[src/rtl/bclvds_pkg.sv]
// Shared definitions for the bank-controller LVDS output-enable sequencer:
// state encoding, timer width and the counter reload helper.
package bclvds_pkg;

    localparam int BCLVDS_CNT_W = 16;

    typedef enum logic [1:0] {
        OFF    = 2'd0,
        SETTLE = 2'd1,
        ON     = 2'd2,
        COOL   = 2'd3
    } bclvds_state_e;

    // A phase of N cycles reloads the down-counter with N-1.
    function automatic logic [BCLVDS_CNT_W-1:0] cnt_load(input int cycles);
        return BCLVDS_CNT_W'(cycles - 1);
    endfunction

endpackage

[src/rtl/bclvds_seq_timer.sv]
// Loadable saturating down-counter shared by all timed sequencer states.
module bclvds_seq_timer
    import bclvds_pkg::*;
(
    input  logic                    clk,
    input  logic                    rst,
    input  logic                    load,
    input  logic [BCLVDS_CNT_W-1:0] load_val,
    input  logic                    dec,
    output logic                    zero
);

    logic [BCLVDS_CNT_W-1:0] cnt_r;

    // Load has priority; decrement stops at zero so the count never wraps.
    always_ff @(posedge clk or posedge rst) begin
        if (rst) begin
            cnt_r <= {BCLVDS_CNT_W{1'b0}};
        end else if (load) begin
            cnt_r <= load_val;
        end else if (dec && (cnt_r != {BCLVDS_CNT_W{1'b0}})) begin
            cnt_r <= cnt_r - BCLVDS_CNT_W'(1);
        end else begin
            cnt_r <= cnt_r;
        end
    end

    assign zero = (cnt_r == {BCLVDS_CNT_W{1'b0}});

endmodule

[src/rtl/bclvds_en_seq.sv]
// Per-bank LVDS output-enable sequencer: power-up, settle, grant, idle power-down.
// Idle power-down (ON -> COOL -> OFF) exists only when BCLVDS_IDLE_OFF_EN is defined.
module bclvds_en_seq
    import bclvds_pkg::*;
#(
    parameter int BANKID         = 2,
    parameter int SETTLE_CYCLES  = 16,
    parameter int IDLE_CYCLES    = 256,
    parameter int MIN_OFF_CYCLES = 8
) (
    input  logic       clk,
    input  logic       rst,
    input  logic       req,
    output logic       ack,
    output logic       lvds_en,
    output logic       busy,
    output logic [1:0] state
);

    localparam logic [BCLVDS_CNT_W-1:0] SETTLE_LOAD = cnt_load(SETTLE_CYCLES);

    if ((BANKID < 0) ||
        (SETTLE_CYCLES < 1) || (SETTLE_CYCLES > 65535) ||
        (IDLE_CYCLES < 1) || (IDLE_CYCLES > 65535) ||
        (MIN_OFF_CYCLES < 1) || (MIN_OFF_CYCLES > 65535)) begin : g_param_range
        $error("bclvds_en_seq: timing parameter out of range 1..65535");
    end

`ifdef BCLVDS_IDLE_OFF_EN
    localparam logic [BCLVDS_CNT_W-1:0] IDLE_LOAD    = cnt_load(IDLE_CYCLES);
    localparam logic [BCLVDS_CNT_W-1:0] MIN_OFF_LOAD = cnt_load(MIN_OFF_CYCLES);
`endif

    bclvds_state_e           state_r;
    bclvds_state_e           next_s;
    logic                    load_s;
    logic [BCLVDS_CNT_W-1:0] load_val_s;
    logic                    dec_s;
    logic                    zero_s;

    bclvds_seq_timer u_timer (
        .clk      (clk),
        .rst      (rst),
        .load     (load_s),
        .load_val (load_val_s),
        .dec      (dec_s),
        .zero     (zero_s)
    );

    // Next-state and timer control; a request landing as COOL expires still passes through OFF.
    always_comb begin
        next_s     = state_r;
        load_s     = 1'b0;
        load_val_s = SETTLE_LOAD;
        dec_s      = 1'b0;
        case (state_r)
            OFF: begin
                if (req) begin
                    next_s     = SETTLE;
                    load_s     = 1'b1;
                    load_val_s = SETTLE_LOAD;
                end else begin
                    next_s = OFF;
                end
            end
            SETTLE: begin
                if (zero_s) begin
                    next_s = ON;
`ifdef BCLVDS_IDLE_OFF_EN
                    load_s     = 1'b1;
                    load_val_s = IDLE_LOAD;
`endif
                end else begin
                    dec_s = 1'b1;
                end
            end
            ON: begin
`ifdef BCLVDS_IDLE_OFF_EN
                if (req) begin
                    load_s     = 1'b1;
                    load_val_s = IDLE_LOAD;
                end else if (zero_s) begin
                    next_s     = COOL;
                    load_s     = 1'b1;
                    load_val_s = MIN_OFF_LOAD;
                end else begin
                    dec_s = 1'b1;
                end
`else
                next_s = ON;
`endif
            end
`ifdef BCLVDS_IDLE_OFF_EN
            COOL: begin
                if (zero_s) begin
                    next_s = OFF;
                end else begin
                    dec_s = 1'b1;
                end
            end
`endif
            default: begin
                next_s = OFF;
            end
        endcase
    end

    // State register with outputs decoded from next-state so none depend on req combinationally.
    always_ff @(posedge clk or posedge rst) begin
        if (rst) begin
            state_r <= OFF;
            state   <= 2'd0;
            lvds_en <= 1'b0;
            ack     <= 1'b0;
            busy    <= 1'b0;
        end else begin
            state_r <= next_s;
            state   <= next_s;
            lvds_en <= (next_s == SETTLE) || (next_s == ON);
            ack     <= (next_s == ON);
            busy    <= (next_s == SETTLE) || (next_s == COOL);
        end
    end

endmodule

[config.mk]
export PLATFORM = sky130hd
export DESIGN_NAME = bclvds_en_seq
export DESIGN_NICKNAME = d
export VERILOG_FILES = /design/src/rtl/bclvds_pkg.sv /design/src/rtl/bclvds_seq_timer.sv /design/src/rtl/bclvds_en_seq.sv
export SDC_FILE = /design/constraint.sdc
export NUM_CORES = 1
export LEC_CHECK = 0
export BUFFER_PORTS_ARGS = -buffer_cell sky130_fd_sc_hd__buf_2
export CORE_UTILIZATION = 40
export CTS_BUF_LIST = sky130_fd_sc_hd__clkbuf_8
export DETAILED_ROUTE_END_ITERATION = 6
export MAX_ROUTING_LAYER = met4
export PLACE_DENSITY = 0.65
export SYNTH_ARGS = -nofsm -noshare
export SYNTH_HDL_FRONTEND = slang
export SYNTH_SLANG_ARGS = --single-unit
[constraint.sdc]
create_clock -name clk -period 2.75 [get_ports clk]
set_input_delay 0.4125 -clock clk [delete_from_list [all_inputs] [get_ports clk]]
set_output_delay 0.4125 -clock clk [all_outputs]
set_load 0.03 [all_outputs]
Yosys cells after proc, flatten, opt, wreduce, memory -nomap -nowiden. Index checks and enable logic that the tools add are counted.

Add/subtract/negate cells: 1. Multiply operators: 0. Divide/modulo/power cells: 0. Magnitude comparators: 0. Equal/unequal tests: 5. Shifts and indexed selects: 0. Muxes and demuxes: 9. Bitwise operators: 0. Reductions and logical operators: 7.

Operators with widths (number): $mux W16 (2); $logic_not A16 Y1 (1); $reduce_bool A16 Y1 (1); $sub A16 B1 Y16 const B (1); $eq A2 B2 Y1 const B (3); $pmux W2 S3 (1); $mux W1 (5); $eq A2 B1 Y1 const B (2); $logic_not A2 Y1 (1); $logic_or A1 B1 Y1 (2); $mux W2 (1); $reduce_bool A2 Y1 (1); $logic_and A1 B1 Y1 (1).

Bits in registers: 21. Bits in latches: 0. Bits in writable memories: 0. Bits in read-only memories: 0. Input bits: 3. Output and inout bits: 5. Word-level logic and storage cells: 27. Memories: 0.

Logic depth before layout (Yosys ltp).
Word-level depth: 6. Depth in mapped cells: 9. Mapped depth without buffers: 8.

Modules after synthesis. Synthesis repeated with hierarchy kept, for this count alone.

Cells, all modules: 140. Area, all modules: 1223.7 µm².

Modules (own cells, without submodules): bclvds_seq_timer (instances 1, cells an instance 122, area each 1034.7 µm², sequential area each 400.4 µm²); bclvds_en_seq (instances 1, cells an instance 18, area each 188.9 µm², sequential area each 100.1 µm²).

Worst setup path after synthesis. No wires, ideal clock.

Path kind: register to register. Start: register u_timer.cnt_r[2]. End: register busy. Setup time: 127 ps. Arrival time: 2171 ps. Required time: 2623 ps. Path slack: 451 ps. Cell stages (with the launch flop): 9. Buffers on the path: 2. Period minus slack after synthesis: 2299 ps. Cell sequence: dfrtp_1 or4_1 buf_2 or2_0 buf_2 nor2_1 o21ai_0 ha_1 or2_2.

Word-level cells in the longest chain between the ends: 5. Elaborated cells on any way between the ends: 6. Classes of those cells: eq/ne (2); mux (2); reduce/logical (2).

RTL lines: start: declaration (RTL line bclvds_seq_timer.sv:13) `logic [BCLVDS_CNT_W-1:0] cnt_r;`; start signal: assignment (RTL line bclvds_seq_timer.sv:18) `cnt_r <= {BCLVDS_CNT_W{1'b0}};`; start signal: assignment (RTL line bclvds_seq_timer.sv:20) `cnt_r <= load_val;`; start signal: assignment (RTL line bclvds_seq_timer.sv:22) `cnt_r <= cnt_r - BCLVDS_CNT_W'(1);`; $logic_not A16 Y1 * (RTL line bclvds_seq_timer.sv:28) `assign zero = (cnt_r == {BCLVDS_CNT_W{1'b0}});`; $mux W2 * (RTL line bclvds_en_seq.sv:67) `if (zero_s) begin`; $pmux W2 S3 * (RTL line bclvds_en_seq.sv:56) `case (state_r)`; net next_s[0] (RTL line bclvds_en_seq.sv:35) `bclvds_state_e next_s;`; $eq A2 B1 Y1 or $eq A2 B2 Y1 (tied branches) (RTL line bclvds_en_seq.sv:121) `busy <= (next_s == SETTLE) || (next_s == COOL);`; $logic_or A1 B1 Y1 * (RTL line bclvds_en_seq.sv:121); end signal: assignment (RTL line bclvds_en_seq.sv:121); end: declaration (RTL line bclvds_en_seq.sv:16) `output logic busy,`.

The timed path passes the listed nets; every way through them passes the cells marked *. A chain may end at the register's enable or synchronous reset.

Worst setup path after layout. Ends and elaborated chain as after synthesis.

==> flow_summary.yaml <==
yosys:
  synth-edff-count: 0
  ys_ff_latch: 21
  synth.avg_cell_area_um2: 9.40
  netlist_instances: 124
  synth.cell_area_um2: 1170
  ys_warn_count: 0
  yosysTopAreaCell: "dfrtp_1"
  netlist_top_cells_area: "dfrtp_1, mux2i_1, ha_1"
  synth.distinct_cells: 29
  synth_ff_type: "dfrtp_1"
  synthesis.nets: 132
  yosysTopAreaCellShare: 0.451
  yosysSeqAreaShare: 0.451
  synth_common_cells: "dfrtp_1, nor2_1, nand2_1, o21ai_0, nor4_1"
  yosysMostFrequentCell: "dfrtp_1"
  async_flop_share: 1.00
setup_path:
  r2r_cells: 6
  crit_buf_inv: 0
  end_kind: "flip-flop"
  worstPathArrival_ns: 2.53
  crit_required_ns: 2.90
  cp-start-kind: "flip-flop"
  critPathMaxStageDelay_ns: 0.70
  cpMaxStageDelayCell: "or4_1"
  critical_path.cell_chain: "or4_1 -> or2_0 -> nor2_1 -> o21ai_0 -> ha_1 -> or2_2"
  crit_type: "flip-flop to flip-flop"
  cp_max_fo: 9
  critPathTopFamily: "simple AND/OR/NAND/NOR gates"
  crit_cells: 6
  r2r_setup_slack_ns: 0.37
sta:
  tns_ns: 0
  finalCriticalPeriod_ns: 2.38
  fin_skew_ns: 0.00259
  slew_headroom: 0.452
  setup_viol: 0
  tightest_slew_ns: 0.822
  slew_violations: 0
  rsz0062_at_grt: "no"
  fmax_mhz: 421
  post-route-period-util: 0.864
  hold_violations: 0
clock_network:
  cts_buffers: 3
  clkSinkCount: 21
  clk_pin_slew_worst_paths_ns: 0.08
  cts_root_buffer: "clkbuf_8"
  ctsHoldBuffers: 0
  postCtsSetupBuffers: 0
  cts_tree: "done"
  cts.repair.resized: 0
  cts_buffer_depth: 2
  cts_max_level: 1
  insertion_delay_ns: 0.26
final_layout:
  diodes: 0
  drive_above_1_share: 0.120
  stdcell_area_um2: 1280
  syn_to_final_growth_pct: 9.98
  final_nets: 142
  final_util: 0.465
floorplanning:
  rows: 19
  die_area_um2: 3140
  die_h_um: 56.0
  num_io_pins: 8
  core_area_um2: 2760
  die_w_um: 56.0
  start_util: 0.423
pwr:
  ir_worst_vdd_uv: 481
  p_leak_nw: 0.568
  power_density_nw_per_um2: 602
status:
  status: "finished clean"
placement:
  place.gp.congestion: 0.827
  hpwl_um: 1670
  port_buffers: 7
  dpl_cell_area_um2: 1240
hold_path:
  min_path_type: "input pin to async pin"
grt:
  grt_max_degree: 22
  grt_pass1_wl_um: 4420
  overflow: 0
  grtUsageTotal: 0.184
  first_global_vias: 989
  antenna_found_initial: 0
routing:
  vias_per_cell: 5.89
  postRouteAntennaNets: 0
  wl_per_cell_um: 14.7
  num_vias: 966
  dr.pass1.iters: 5
  drt-total-wl_um: 2410
  drc: 0
  drtIter0Drc: 24
run:
  maxCapViolCount: 0
==> layout by cell type, fill, tap and decap left out, drive strengths merged, types with 2 or more instances in the layout <==
| master | netlist | layout |
|---|---|---|
| mux2i | 7 | 7 |
| ha | 5 | 5 |
| inv | 5 | 6 |
| or3 | 4 | 4 |
| nor2 | 14 | 14 |
| nor3b | 2 | 2 |
| dfrtp | 21 | 21 |
| buf | 2 | 9 |
| a311oi | 2 | 2 |
| clkbuf | 2 | 3 |
| o31ai | 5 | 5 |
| or4b | 2 | 2 |
| nor4 | 8 | 8 |
| o21ai | 9 | 9 |
| a21oi | 6 | 6 |
| nand2b | 2 | 2 |
| nand2 | 10 | 10 |
| or2 | 4 | 4 |
| or4 | 6 | 6 |
==> worst paths after layout <==
path / start / endpoint
max: u_timer.cnt_r[2]$_DFFE_PP0P_ / busy$_DFF_PP0_
min in group clk: u_timer.cnt_r[5]$_DFFE_PP0P_ / u_timer.cnt_r[5]$_DFFE_PP0P_
min reg2reg: u_timer.cnt_r[5]$_DFFE_PP0P_ / u_timer.cnt_r[5]$_DFFE_PP0P_
min: rst / u_timer.cnt_r[5]$_DFFE_PP0P_
max in group asynchronous: rst / busy$_DFF_PP0_
max reg2reg: u_timer.cnt_r[2]$_DFFE_PP0P_ / busy$_DFF_PP0_
==> layout make-up <==
cell class | instances | area [um2]
fill | 274 | 1480
clock inverter | 1 | 3.75
tap | 31 | 38.8
clock buffer | 3 | 41.3
inverter | 5 | 18.8
multi-input combinational | 94 | 604
timing repair buffer | 9 | 50.0
sequential | 21 | 526
==> sequential cells by signal (all words and copies together), names as in the netlist <==
register,count
u_timer.cnt_r,16
state_r,2
ack,1
busy,1
lvds_en,1
==> worst reg2reg max path, stage by stage, from the launching register on <==
cell	delay, ns
dfrtp_1	0.43
or4_1	0.70
or2_0	0.30
nor2_1	0.14
o21ai_0	0.17
ha_1	0.24
or2_2	0.28
==> layer usage <==
metal,global-route usage,vias up,part of all wire
met3,0.0209,5,0.023
met2,0.323,21,0.50
met5,-,-,0
met4,0.0836,0,0.015
met1,0.211,465,0.46
li1,-,475,-
==> cell families (layout without fill, tap and decap cells) <==
| logic type | after synthesis | in the layout | synth area share |
|---|---|---|---|
| simple gates | 57 | 57 | 0.274 |
| flops | 21 | 21 | 0.451 |
| compound gates | 25 | 25 | 0.131 |
| mux | 7 | 7 | 0.0601 |
| buf+inv | 9 | 18 | 0.0311 |
| fa+ha+maj | 5 | 5 | 0.0536 |
==> where the power goes <==
| part | switching, mW | total, mW | internal, mW |
|---|---|---|---|
| clock network | 0.102 | 0.202 | 0.0998 |
| registers | 0.0594 | 0.422 | 0.362 |
| logic | 0.0824 | 0.148 | 0.0653 |
| total | 0.244 | 0.772 | 0.527 |
==> stage by stage <==
step | power [mW] | std cells | hold slack [ns] | setup slack (ns)
2_1_floorplan | 0.535 | 124 | 0.389 | 0.451
3_3_place_gp | 0.565 | 160 | 0.466 | 0.437
3_5_place_dp | 0.575 | 160 | 0.459 | 0.399
4_1_cts | 0.777 | 164 | 0.325 | 0.381
5_1_grt | 0.824 | 164 | 0.370 | 0.241
6_report | 0.772 | 164 | 0.295 | 0.374
No activity file was read; power rests on OpenSTA's default activity.
